==> src/rtl/branch_pc_unit.sv <==
// Fetch PC generator with branch/jump resolution, redirect flush FSM and
// optional branch statistics (enabled by defining BRANCH_STATS_EN).
module branch_pc_unit #(
  parameter logic [31:0] RESET_PC    = 32'h4000_0000,
  parameter int          FLUSH_DEPTH = 2
) (
  input  logic        clk,
  input  logic        rst,
  input  logic        stall,
  input  logic        ex_valid,
  input  logic        ex_is_branch,
  input  logic        ex_is_jal,
  input  logic        ex_is_jalr,
  input  logic [2:0]  ex_funct3,
  input  logic        breq,
  input  logic        brlt,
  input  logic [31:0] ex_target,
  output logic        brun,
  output logic [31:0] pc,
  output logic        flush,
  output logic        redirect,
  output logic        misalign,
  output logic [31:0] br_count,
  output logic [31:0] br_taken_count
);

  typedef enum logic {RUN = 1'b0, FLUSH = 1'b1} state_t;

  localparam logic [1:0] FLUSH_LOAD = 2'(FLUSH_DEPTH);

  state_t      r_state;
  state_t      w_state_nxt;
  logic [1:0]  r_cnt;
  logic [1:0]  w_cnt_nxt;
  logic [31:0] r_pc;
  logic        w_taken;
  logic        w_in_run;
  logic        w_redirect;
  logic [31:0] w_target;
  logic        w_unused_bits;

  assign brun     = ex_funct3[1];
  assign w_in_run = (r_state == RUN);

  always_comb begin
    w_taken = 1'b0;
    case (ex_funct3)
      3'b000:          w_taken = breq;
      3'b001:          w_taken = ~breq;
      3'b100, 3'b110:  w_taken = brlt;
      3'b101, 3'b111:  w_taken = ~brlt;
      default:         w_taken = 1'b0;
    endcase
  end

  // Transfers seen while flushing belong to squashed instructions, and
  // nothing resolves during reset.
  assign w_redirect = ~rst & ex_valid & w_in_run &
                      (ex_is_jal | ex_is_jalr | (ex_is_branch & w_taken));
  assign w_target   = {ex_target[31:2], 2'b00};
  assign w_unused_bits = ex_target[0];

  assign redirect = w_redirect;
  assign misalign = w_redirect & ex_target[1];

  always_comb begin
    w_state_nxt = r_state;
    w_cnt_nxt   = r_cnt;
    case (r_state)
      RUN: begin
        if (w_redirect) begin
          w_state_nxt = FLUSH;
          w_cnt_nxt   = FLUSH_LOAD;
        end
      end
      FLUSH: begin
        if (!stall) begin
          if (r_cnt == 2'd1) begin
            w_state_nxt = RUN;
            w_cnt_nxt   = 2'd0;
          end else begin
            w_cnt_nxt   = r_cnt - 2'd1;
          end
        end
      end
      default: begin
        w_state_nxt = RUN;
        w_cnt_nxt   = 2'd0;
      end
    endcase
  end

  always_ff @(posedge clk) begin
    if (rst) begin
      r_state <= RUN;
      r_cnt   <= 2'd0;
    end else begin
      r_state <= w_state_nxt;
      r_cnt   <= w_cnt_nxt;
    end
  end

  // Redirect wins over stall so a resolved transfer is never lost.
  always_ff @(posedge clk) begin
    if (rst)
      r_pc <= RESET_PC;
    else if (w_redirect)
      r_pc <= w_target;
    else if (!stall)
      r_pc <= r_pc + 32'd4;
  end

  assign pc    = r_pc;
  assign flush = (r_state == FLUSH);

`ifdef BRANCH_STATS_EN
  logic [31:0] r_br_count;
  logic [31:0] r_br_taken_count;
  logic        w_br_seen;

  assign w_br_seen = ex_valid & ex_is_branch & w_in_run;

  always_ff @(posedge clk) begin
    if (rst) begin
      r_br_count       <= 32'd0;
      r_br_taken_count <= 32'd0;
    end else if (w_br_seen) begin
      r_br_count <= r_br_count + 32'd1;
      if (w_taken)
        r_br_taken_count <= r_br_taken_count + 32'd1;
    end
  end

  assign br_count       = r_br_count;
  assign br_taken_count = r_br_taken_count;
`else
  assign br_count       = 32'd0;
  assign br_taken_count = 32'd0;
`endif

endmodule

==> config.mk <==
export PLATFORM = sky130hd
export DESIGN_NAME = branch_pc_unit
export DESIGN_NICKNAME = d
export VERILOG_FILES = /design/src/rtl/branch_pc_unit.sv
export SDC_FILE = /design/constraint.sdc
export NUM_CORES = 1
export LEC_CHECK = 0
export ABC_AREA = 0
export CORE_MARGIN = 5
export CORE_UTILIZATION = 39
export DETAILED_ROUTE_END_ITERATION = 16
export PLACE_DENSITY = 0.81
export SYNTH_ARGS = -nofsm -noshare
export SYNTH_HDL_FRONTEND = slang
export SYNTH_SLANG_ARGS = --single-unit
==> constraint.sdc <==
create_clock -name clk -period 3.3 [get_ports clk]
set_input_delay 0.99 -clock clk [delete_from_list [all_inputs] [get_ports clk]]
set_output_delay 0.99 -clock clk [all_outputs]
set_load 0.01 [all_outputs]
==> results of run 1 <==
-- layer usage --
metal	track usage, %	up-vias
li1	-	1173
met1	20.13	1121
met2	26.11	109
met3	4.419	9
met4	6.030	0
met5	0	-
-- flip-flops by register name, summed over array words and instances, names as in the netlist --
name and cells:
pc 30, flush 1, r_cnt 2
-- synth_stat cells (2+ instances only) --
library cell	instances
a211oi_1	33
a21oi_1	10
a311oi_1	17
a31oi_1	2
and2_1	2
and3_1	2
and3_2	2
and4_2	2
buf_4	67
buf_6	4
clkbuf_1	10
clkbuf_8	3
dfxtp_1	33
ha_1	2
inv_1	5
nand2_1	11
nand3_1	6
nand4_1	14
nand4b_1	2
nor2_1	6
nor2b_1	2
nor3_1	3
o21ai_0	13
o31ai_1	6
or3_1	10
or3_2	3
or4_1	7
or4_4	2
xnor2_1	7
xor2_1	7
-- final timing paths --
check                                           start                     to  depth (start not counted)
worst max register to register     pc[4]$_SDFFE_PP0P_    pc[29]$_SDFFE_PP0P_                          4
worst min-delay path            r_cnt[1]$_SDFFE_PP0P_  r_cnt[1]$_SDFFE_PP0P_                          2
worst min register to register  r_cnt[1]$_SDFFE_PP0P_  r_cnt[1]$_SDFFE_PP0P_                          2
worst max-delay path                             breq               misalign                          6
-- cells in the final DEF, fill, tap and decap left out, types with 2 or more instances in the layout --
cell type,Yosys,final
clkdlybuf4s50_1,0,71
conb_1,1,66
a211oi_1,33,33
dfxtp_1,33,33
a311oi_1,17,17
nand4_1,14,14
o21ai_0,13,13
nand2_1,11,11
or3_1,10,10
a21oi_1,10,10
or4_1,7,7
buf_4,67,7
nor2_1,6,6
xor2_1,7,6
xnor2_1,7,6
o31ai_1,6,6
nand3_1,6,6
inv_1,5,5
clkbuf_8,3,5
nor3_1,3,3
or3_2,3,3
clkbuf_1,10,3
nand4b_1,2,2
or4_4,2,2
and4_2,2,2
and3_2,2,2
and3_1,2,2
and2_1,2,2
a31oi_1,2,2
ha_1,2,2
buf_2,0,2
-- per-stage QoR --
step	hold WS (ns)	cells	power [mW]
floorplan	0.4488	373	0.7083
global placement	0.4627	447	0.7997
detailed placement	0.4947	447	0.8081
CTS	0.5068	455	1.104
global route	0.5530	456	1.162
finish	0.5015	456	1.104
-- cell type report --
class	count	area share, %
Clock buffer	8	2.491
Inverter	5	0.5839
Multi-Input combinational cell	250	48.50
Sequential cell	33	20.55
Tap cell	77	2.997
Timing Repair Buffer	83	24.87
-- critical path: stages --
cell and delay (ns):
clkdlybuf4s50_1 0.51, xor2_2 0.19, nand4_1 0.15, a21o_1 0.23
nor2_1 0.08, buf_2 0.13
-- cells by family after synthesis --
logic type      count (synthesis)  synth area share (%)
flops                          33                 25.43
simple gates                   83                 20.33
compound gates                 84                 22.88
fa+ha+maj                       2                0.9632
other cells                     1                0.1444
xor+xnor                       14                 4.721
buf+inv                        90                 25.14
mux                             1                0.3854
-- what timing repair did --
action | CTS | global route
resized for setup | 11 | 3
pin swaps | 4 | 3
endpoints found under the setup margin | 2 | 2
setup buffers | 0 | 1
-- power groups by stage --
stage                     registers, mW  clock network, mW  logic [mW]
after floorplan                   0.500                  0       0.208
after global placement            0.495                  0       0.305
after detailed placement          0.497                  0       0.311
after CTS                         0.489              0.300       0.314
after global routing              0.497              0.319       0.346
final                             0.490              0.296       0.318
==> flow_summary.yaml, run 1 <==
drt:
  highest-signal-layer: "met4"
  dr.pass1.iters: 4
  wl_met3_um: 638
  wl_um: 7155
  vias: 2412
  dr_wl_met2_um: 3369
  wl_met1_um: 3024
  antenna_left: 0
  drt_iter0_drc: 105
  wire_per_inst_um: 15.69
  drc: 0
  detail_route.vias_per_cell: 5.289
critical_path:
  startpoint_type: "input port"
  crit_type: "in2out"
  crit_arrival_ns: 2.29
  end_kind: "output pin"
  required_ns: 2.31
  r2r_slack_ns: 1.19
  cp_max_fo: 3
yosys:
  synth_cells: 308
  yosys.area.top_type: "dfxtp_1"
  dominantRegCellSynth: "dfxtp_1"
  seq_area_frac_synth_pct: 25.43
  synth.ff_latch_count: 33
  syn_area_um2: 2597
  postSynth.asyncResetShare_pct: 0
  yosys.cell_types.count: 45
  synth_area_leaders: "dfxtp_1, buf_4, a211oi_1, a311oi_1, nand4_1"
  yosys_warnings: 0
  synth_area_per_cell_um2: 8.433
  synth_enable_flop_cells: 0
  netlist.area_leader.share_pct: 25.43
flow_run:
  cap_violations: 0
floorplanning:
  start_util_pct: 40.44
  dieArea_um2: 8392
  core_area_um2: 6422
  ioPinCount: 144
  die_y_um: 91.61
  num_rows: 29
  die_width_um: 91.61
grt:
  grt_overflow_total: 0
  antenna_found_initial: 0
  grt_max_degree: 55
  grt.total_usage_pct: 16.01
  grt_pass1_wl_um: 11130
  grt_pass1_vias: 2255
power:
  intPower_mw: 0.7462
  p_leak_nw: 1.154
  ir_drop_v: 0.0001922
  p_per_area_nw_per_um2: 343.4
  clock_power_share_pct: 26.8
  power_switching_mw: 0.3576
  p_sw_share_pct: 32.40
  p_seq_share_pct: 44.4
  pwr-share-comb_pct: 28.8
timing:
  min_period_over_period_pct: 99.30
  tightest_slew_ns: 0.5460
  hold_viol: 0
  fmax_mhz: 305.2
  fin_crit_ns: 3.277
  slew_headroom_pct: 63.60
  drv_slew: 0
  setup_viol: 0
  finalWorstSetupSlack_ns: 0.02319
  clock_skew_ns: 0.005172
  setup_tns_ns: 0
finish:
  final_core_util_pct: 50.05
  final.fill_count: 641
  drive_above_1_share_pct: 8.443
  insertedDiodeCount: 0
  fin_area_um2: 3214
  area_delta_synth_final_pct: 23.75
  seqCellArea_um2: 660.6
  multiInputGateArea_um2: 1559
  final_nets: 424
clocking:
  cts_tree: "done"
  cts.clk_slew.worst_paths_ns: 0.06
  clk_latency_ns: 0.29
  numCtsBuffers: 5
  ctsHoldBuffers: 0
  cts_root_buf: "clkbuf_8"
  numClockSinks: 33
  cts_buffer_depth: 2
  htree_levels: 2
placement:
  post_dp_cell_area_um2: 3110
  place_ws_ns: -0.3898
  portBuffers: 76
  gp_congestion: 0.8442
  dpl.hpwl_um: 5278
outcome:
  status: "finished clean"
hold_path:
  min_path_type: "reg2reg"
(Power assumes the default switching activity.)
==> inputs of run 2 (changes only) <==
--- a/config.mk
+++ b/config.mk
@@ -6,7 +6,6 @@
 export NUM_CORES = 1
 export LEC_CHECK = 0
 export ABC_AREA = 0
-export CORE_MARGIN = 5
 export CORE_UTILIZATION = 39
 export DETAILED_ROUTE_END_ITERATION = 16
 export PLACE_DENSITY = 0.81
==> constraint.sdc (replaced) <==
create_clock -name clk -period 3.3 [get_ports clk]
set_input_delay 0.66 -clock clk [delete_from_list [all_inputs] [get_ports clk]]
set_output_delay 0.66 -clock clk [all_outputs]
set_load 0.01 [all_outputs]
==> run 2 against run 1 <==
  * Clock power up 6%
  * Combinational power shrank 3%
  * Cell area decreased by 0.78%
  * Via count about the same
  * Power increased by 1.1%
  * Sequential power about the same
  * Sequential cell count unchanged
==> flow_summary.yaml, run 2 (synthesized netlist as in run 1, its figures left out) <==
finish:
  fin_area_um2: 3189
  largest_reg_flops: 30
  fin_cells: 453
  final_nets: 422
  drive_above_1_share_pct: 6.915
  final_common_cell: "clkdlybuf4s50_1"
  insertedDiodeCount: 0
  area_delta_synth_final_pct: 22.78
  final_cell_mix: "clkdlybuf4s50_1, conb_1, a211oi_1, dfxtp_1, a311oi_1"
clocking:
  cts_tree: "done"
  cts.clk_slew.worst_paths_ns: 0.06
  cts_resized: 0
  cts_setup_buffers: 0
  ctsHoldBuffers: 0
  numCtsBuffers: 5
  cts_buffer_depth: 2
  clk_latency_ns: 0.29
  cts_root_buf: "clkbuf_8"
  numClockSinks: 33
  htree_levels: 2
drt:
  drt_iter0_drc: 128
  dr.pass1.iters: 4
  wl_um: 6556
  antenna_left: 0
  detail_route.vias_per_cell: 5.327
  wire_per_inst_um: 14.47
  vias: 2413
  drc: 0
power:
  pwr-share-comb_pct: 27.8
  total_power_mw: 1.115
  clock_power_share_pct: 28.3
  p_seq_share_pct: 43.9
  p_leak_nw: 1.122
  p_per_area_nw_per_um2: 349.8
  power_switching_mw: 0.3565
  p_sw_share_pct: 31.96
  ir_drop_v: 0.0001724
  intPower_mw: 0.7590
critical_path:
  startpoint_type: "input port"
  critical_path.reg2reg.startpoint: "pc[7]$_SDFFE_PP0P_"
  crit_family: "buffers and inverters"
  crit_arrival_ns: 2.44
  crit_path_cell_trace: "clkdlybuf4s50_1 > nor2b_1 > nand4_1 > a21o_1 > nor2_1 > clkdlybuf4s50_1"
  cp_common_cell: "clkdlybuf4s50_1"
  path_depth: 6
  endpoint: "misalign"
  cp.buffers_inverters: 2
  cp_max_fo: 4
  required_ns: 2.64
  reg2reg_depth: 4
  r2r_slack_ns: 1.14
  cpMaxStageDelayCell: "clkdlybuf4s50_1"
  cpPeakStageDelay_ns: 0.53
  r2r_end: "pc[31]$_SDFFE_PP0P_"
  end_kind: "output pin"
  crit_type: "in2out"
  worstSetupStartpoint: "ex_valid"
timing:
  rsz0062_at_grt: "false"
  setup_tns_ns: 0
  hold_viol: 0
  slew_headroom_pct: 64.33
  fmax_mhz: 322.8
  clock_skew_ns: 0.004567
  drv_slew: 0
  tightest_slew_ns: 0.5351
  hold_ws_ns: 0.5030
  min_period_over_period_pct: 93.87
  setup_viol: 0
  fin_crit_ns: 3.098
floorplanning:
  ioPinCount: 144
  die_y_um: 83.61
  num_rows: 29
  core_area_um2: 6386
  start_util_pct: 40.67
  dieArea_um2: 6991
  die_width_um: 83.61
placement:
  dp.cells: 446
  gp_congestion: 0.8044
  post_dp_cell_area_um2: 3103
  portBuffers: 76
  dpl.hpwl_um: 4772
hold_path:
  min_path_type: "reg2reg"
grt:
  grt.total_usage_pct: 19.16
  grt_pass1_wl_um: 10870
  grt_overflow_total: 0
  grt_pass1_vias: 2246
  antenna_found_initial: 0
  grt_max_degree: 55
flow_run:
  cap_violations: 0
outcome:
  status: "finished clean"
==> run 2: area by class of cell <==
class                           count  area, um2
Inverter                            5      18.77
Sequential cell                    33      660.6
Timing Repair Buffer               81      793.3
Fill cell                         627       3197
Multi-Input combinational cell    250       1534
Clock buffer                        7      86.33
Tap cell                           77      96.34
==> run 2: layer usage <==
metal  vias to the layer above  GRT usage (%)  wire [um]
met2                       117          31.19       3092
met4                         0          7.550        105
met3                        11          4.550        512
met1                      1116          24.36       2845
li1                       1169              -          -
met5                         -              0          0
==> run 2: worst min-delay path by stage <==
stage	slack (ns)	start	cells past startpoint	endpoint
3_3_place_gp	0.46	r_cnt[1]$_SDFFE_PP0P_	2	r_cnt[1]$_SDFFE_PP0P_
6_report	0.50	r_cnt[1]$_SDFFE_PP0P_	2	r_cnt[1]$_SDFFE_PP0P_
3_5_place_dp	0.49	r_cnt[1]$_SDFFE_PP0P_	2	r_cnt[1]$_SDFFE_PP0P_
5_1_grt	0.54	r_cnt[1]$_SDFFE_PP0P_	2	r_cnt[1]$_SDFFE_PP0P_
2_1_floorplan	0.45	r_cnt[1]$_SDFFE_PP0P_	2	r_cnt[1]$_SDFFE_PP0P_
4_1_cts	0.50	r_cnt[1]$_SDFFE_PP0P_	2	r_cnt[1]$_SDFFE_PP0P_
==> run 2: stage by stage <==
stage | setup slack [ns] | util [%]
2_1_floorplan | 0.8097 | -
6_report | 0.2022 | 49.94
3_3_place_gp | 0.2951 | 48.59
3_5_place_dp | 0.2021 | 48.59
4_1_cts | 0.1848 | 49.94
5_1_grt | 0.05924 | 49.94
==> run 2: worst reg2reg max path: cells and delay by family, from the launching register on <==
kind	cells	cell delay (ns)
DFF	1	0.50
and+or+nand+nor	3	1.28
AOI/OAI and AO/OA	1	0.28
==> run 2: power groups by stage <==
stage	logic, mW	clock network (mW)	registers [mW]
global placement	0.303	0	0.495
CTS	0.311	0.324	0.490
detailed placement	0.309	0	0.498
global route	0.337	0.345	0.498
finish	0.310	0.315	0.490
floorplan	0.208	0	0.500
==> inputs of run 3 (changes only) <==
--- a/config.mk
+++ b/config.mk
@@ -6,9 +6,9 @@
 export NUM_CORES = 1
 export LEC_CHECK = 0
 export ABC_AREA = 0
-export CORE_UTILIZATION = 39
+export CORE_UTILIZATION = 35
 export DETAILED_ROUTE_END_ITERATION = 16
-export PLACE_DENSITY = 0.81
+export PLACE_DENSITY = 0.74
 export SYNTH_ARGS = -nofsm -noshare
 export SYNTH_HDL_FRONTEND = slang
 export SYNTH_SLANG_ARGS = --single-unit
==> run 3 against run 2 <==
  * Worst setup slack better by 0.019 ns
  * Clock power increased by 26%
  * Sequential cell count is the same
  * Die area rose by 11%
  * Cell area increased by 1.8%
  * Hold slack got worse by 0.013 ns
  * Power increased by 7.5%
  * Sequential share of layout area decreased by 0.37 points
  * First-iteration DRC count shrank 20%
  * Non-clock buffer count stayed put
==> flow_summary.yaml, run 3 (synthesized netlist as in run 1, its figures left out) <==
drt:
  wl_um: 6612
  detail_route.vias_per_cell: 5.097
  drt_iter0_drc: 103
  dr.pass1.iters: 7
  antenna_left: 0
  vias: 2426
  wire_per_inst_um: 13.89
  drc: 0
critical_path:
  startpoint_type: "input port"
  cpMaxStageDelayCell: "clkdlybuf4s50_1"
  cp.buffers_inverters: 2
  crit_type: "in2out"
  required_ns: 2.64
  crit_family: "buffers and inverters"
  crit_arrival_ns: 2.42
  crit_path_cell_trace: "clkdlybuf4s50_1 > nor2b_1 > nand4_1 > a21o_1 > nor2_1 > clkdlybuf4s50_1"
  cp_max_fo: 4
  cp_common_cell: "clkdlybuf4s50_1"
  cpPeakStageDelay_ns: 0.53
  end_kind: "output pin"
clocking:
  cts_root_buf: "clkbuf_8"
  cts_buffer_depth: 2
  cts_setup_buffers: 0
  numClockSinks: 33
  cts.clk_slew.worst_paths_ns: 0.07
  clk_latency_ns: 0.29
  cts_tree: "done"
  cts_resized: 0
  numCtsBuffers: 5
  htree_levels: 2
  ctsHoldBuffers: 0
finish:
  largest_reg_flops: 30
  final_core_util_pct: 45.01
  final_nets: 422
  area_delta_synth_final_pct: 25.00
  drive_above_1_share_pct: 7.162
  final_cell_mix: "clkdlybuf4s50_1, conb_1, a211oi_1, dfxtp_1, a311oi_1"
  final_common_cell: "clkdlybuf4s50_1"
  insertedDiodeCount: 0
grt:
  grt_pass1_wl_um: 10320
  grt_max_degree: 55
  grt_pass1_vias: 2160
  grt.total_usage_pct: 17.04
  grt_overflow_total: 0
  antenna_found_initial: 0
timing:
  rsz0062_at_grt: "false"
  setup_viol: 0
  min_period_over_period_pct: 93.31
  tightest_slew_ns: 0.5530
  clock_skew_ns: 0.004795
  setup_tns_ns: 0
  slew_headroom_pct: 63.14
  fin_crit_ns: 3.079
  hold_ws_ns: 0.4902
  drv_slew: 0
  fmax_mhz: 324.8
  hold_viol: 0
placement:
  gp_congestion: 0.7891
  dpl.hpwl_um: 4759
  portBuffers: 76
floorplanning:
  num_rows: 31
  dieArea_um2: 7770
  die_y_um: 88.15
  start_util_pct: 36.00
  die_width_um: 88.15
  ioPinCount: 144
  core_area_um2: 7214
power:
  ir_drop_v: 0.0001902
  p_leak_nw: 1.136
  p_per_area_nw_per_um2: 369.3
flow_run:
  cap_violations: 0
outcome:
  status: "finished clean"
hold_path:
  min_path_type: "reg2reg"
[run 3: path summary, 6_finish.rpt]
path                                            start                     to  slack (ns)  cells after the start
worst max-delay path                         ex_valid               misalign        0.22                      6
worst min register to register  r_cnt[1]$_SDFFE_PP0P_  r_cnt[1]$_SDFFE_PP0P_        0.49                      2
worst min-delay path            r_cnt[1]$_SDFFE_PP0P_  r_cnt[1]$_SDFFE_PP0P_        0.49                      2
worst max register to register     pc[2]$_SDFFE_PP0P_    pc[30]$_SDFFE_PP1P_        1.16                      5
[run 3: routing by layer]
| layer | vias up | track usage, % | part of all wire (%) |
|---|---|---|---|
| li1 | 1172 | - | - |
| met1 | 1144 | 22.28 | 45 |
| met2 | 95 | 27.20 | 46 |
| met3 | 15 | 4.147 | 6.6 |
| met4 | 0 | 6.305 | 2.3 |
| met5 | - | 0 | 0 |
[run 3: area by class of cell]
cell class | count | area, um2
Fill cell | 715 | 3968
Multi-Input combinational cell | 250 | 1534
Timing Repair Buffer | 81 | 793.3
Sequential cell | 33 | 660.6
Tap cell | 99 | 123.9
Clock buffer | 7 | 86.33
Clock inverter | 1 | 30.03
Inverter | 5 | 18.77
[run 3: per-stage QoR]
stage / area (um2) / instances / power, mW / worst slack, ns
final: 3247 / 476 / 1.199 / 0.2208
after global routing: 3247 / 476 / 1.252 / 0.06937
after CTS: 3247 / 476 / 1.200 / 0.2022
after detailed placement: 3131 / 468 / 0.8061 / 0.2007
after global placement: 3131 / 468 / 0.7996 / 0.2886
after floorplan: 2841 / 373 / 0.7083 / 0.8097
[run 3: worst min-delay path, delay by kind of cell (launching register included)]
| family | cells | cell delay [ns] |
|---|---|---|
| flops | 1 | 0.30 |
| buf+inv | 1 | 0.07 |
| compound gates | 1 | 0.08 |
[run 3: where the power goes]
group          total [mW]  leakage [nW]  internal (mW)  switching (mW)
sequential          0.490         0.272          0.436          0.0543
clock               0.397        0.0585          0.246           0.151
combinational       0.311         0.806          0.158           0.154
total                1.20          1.14          0.840           0.359
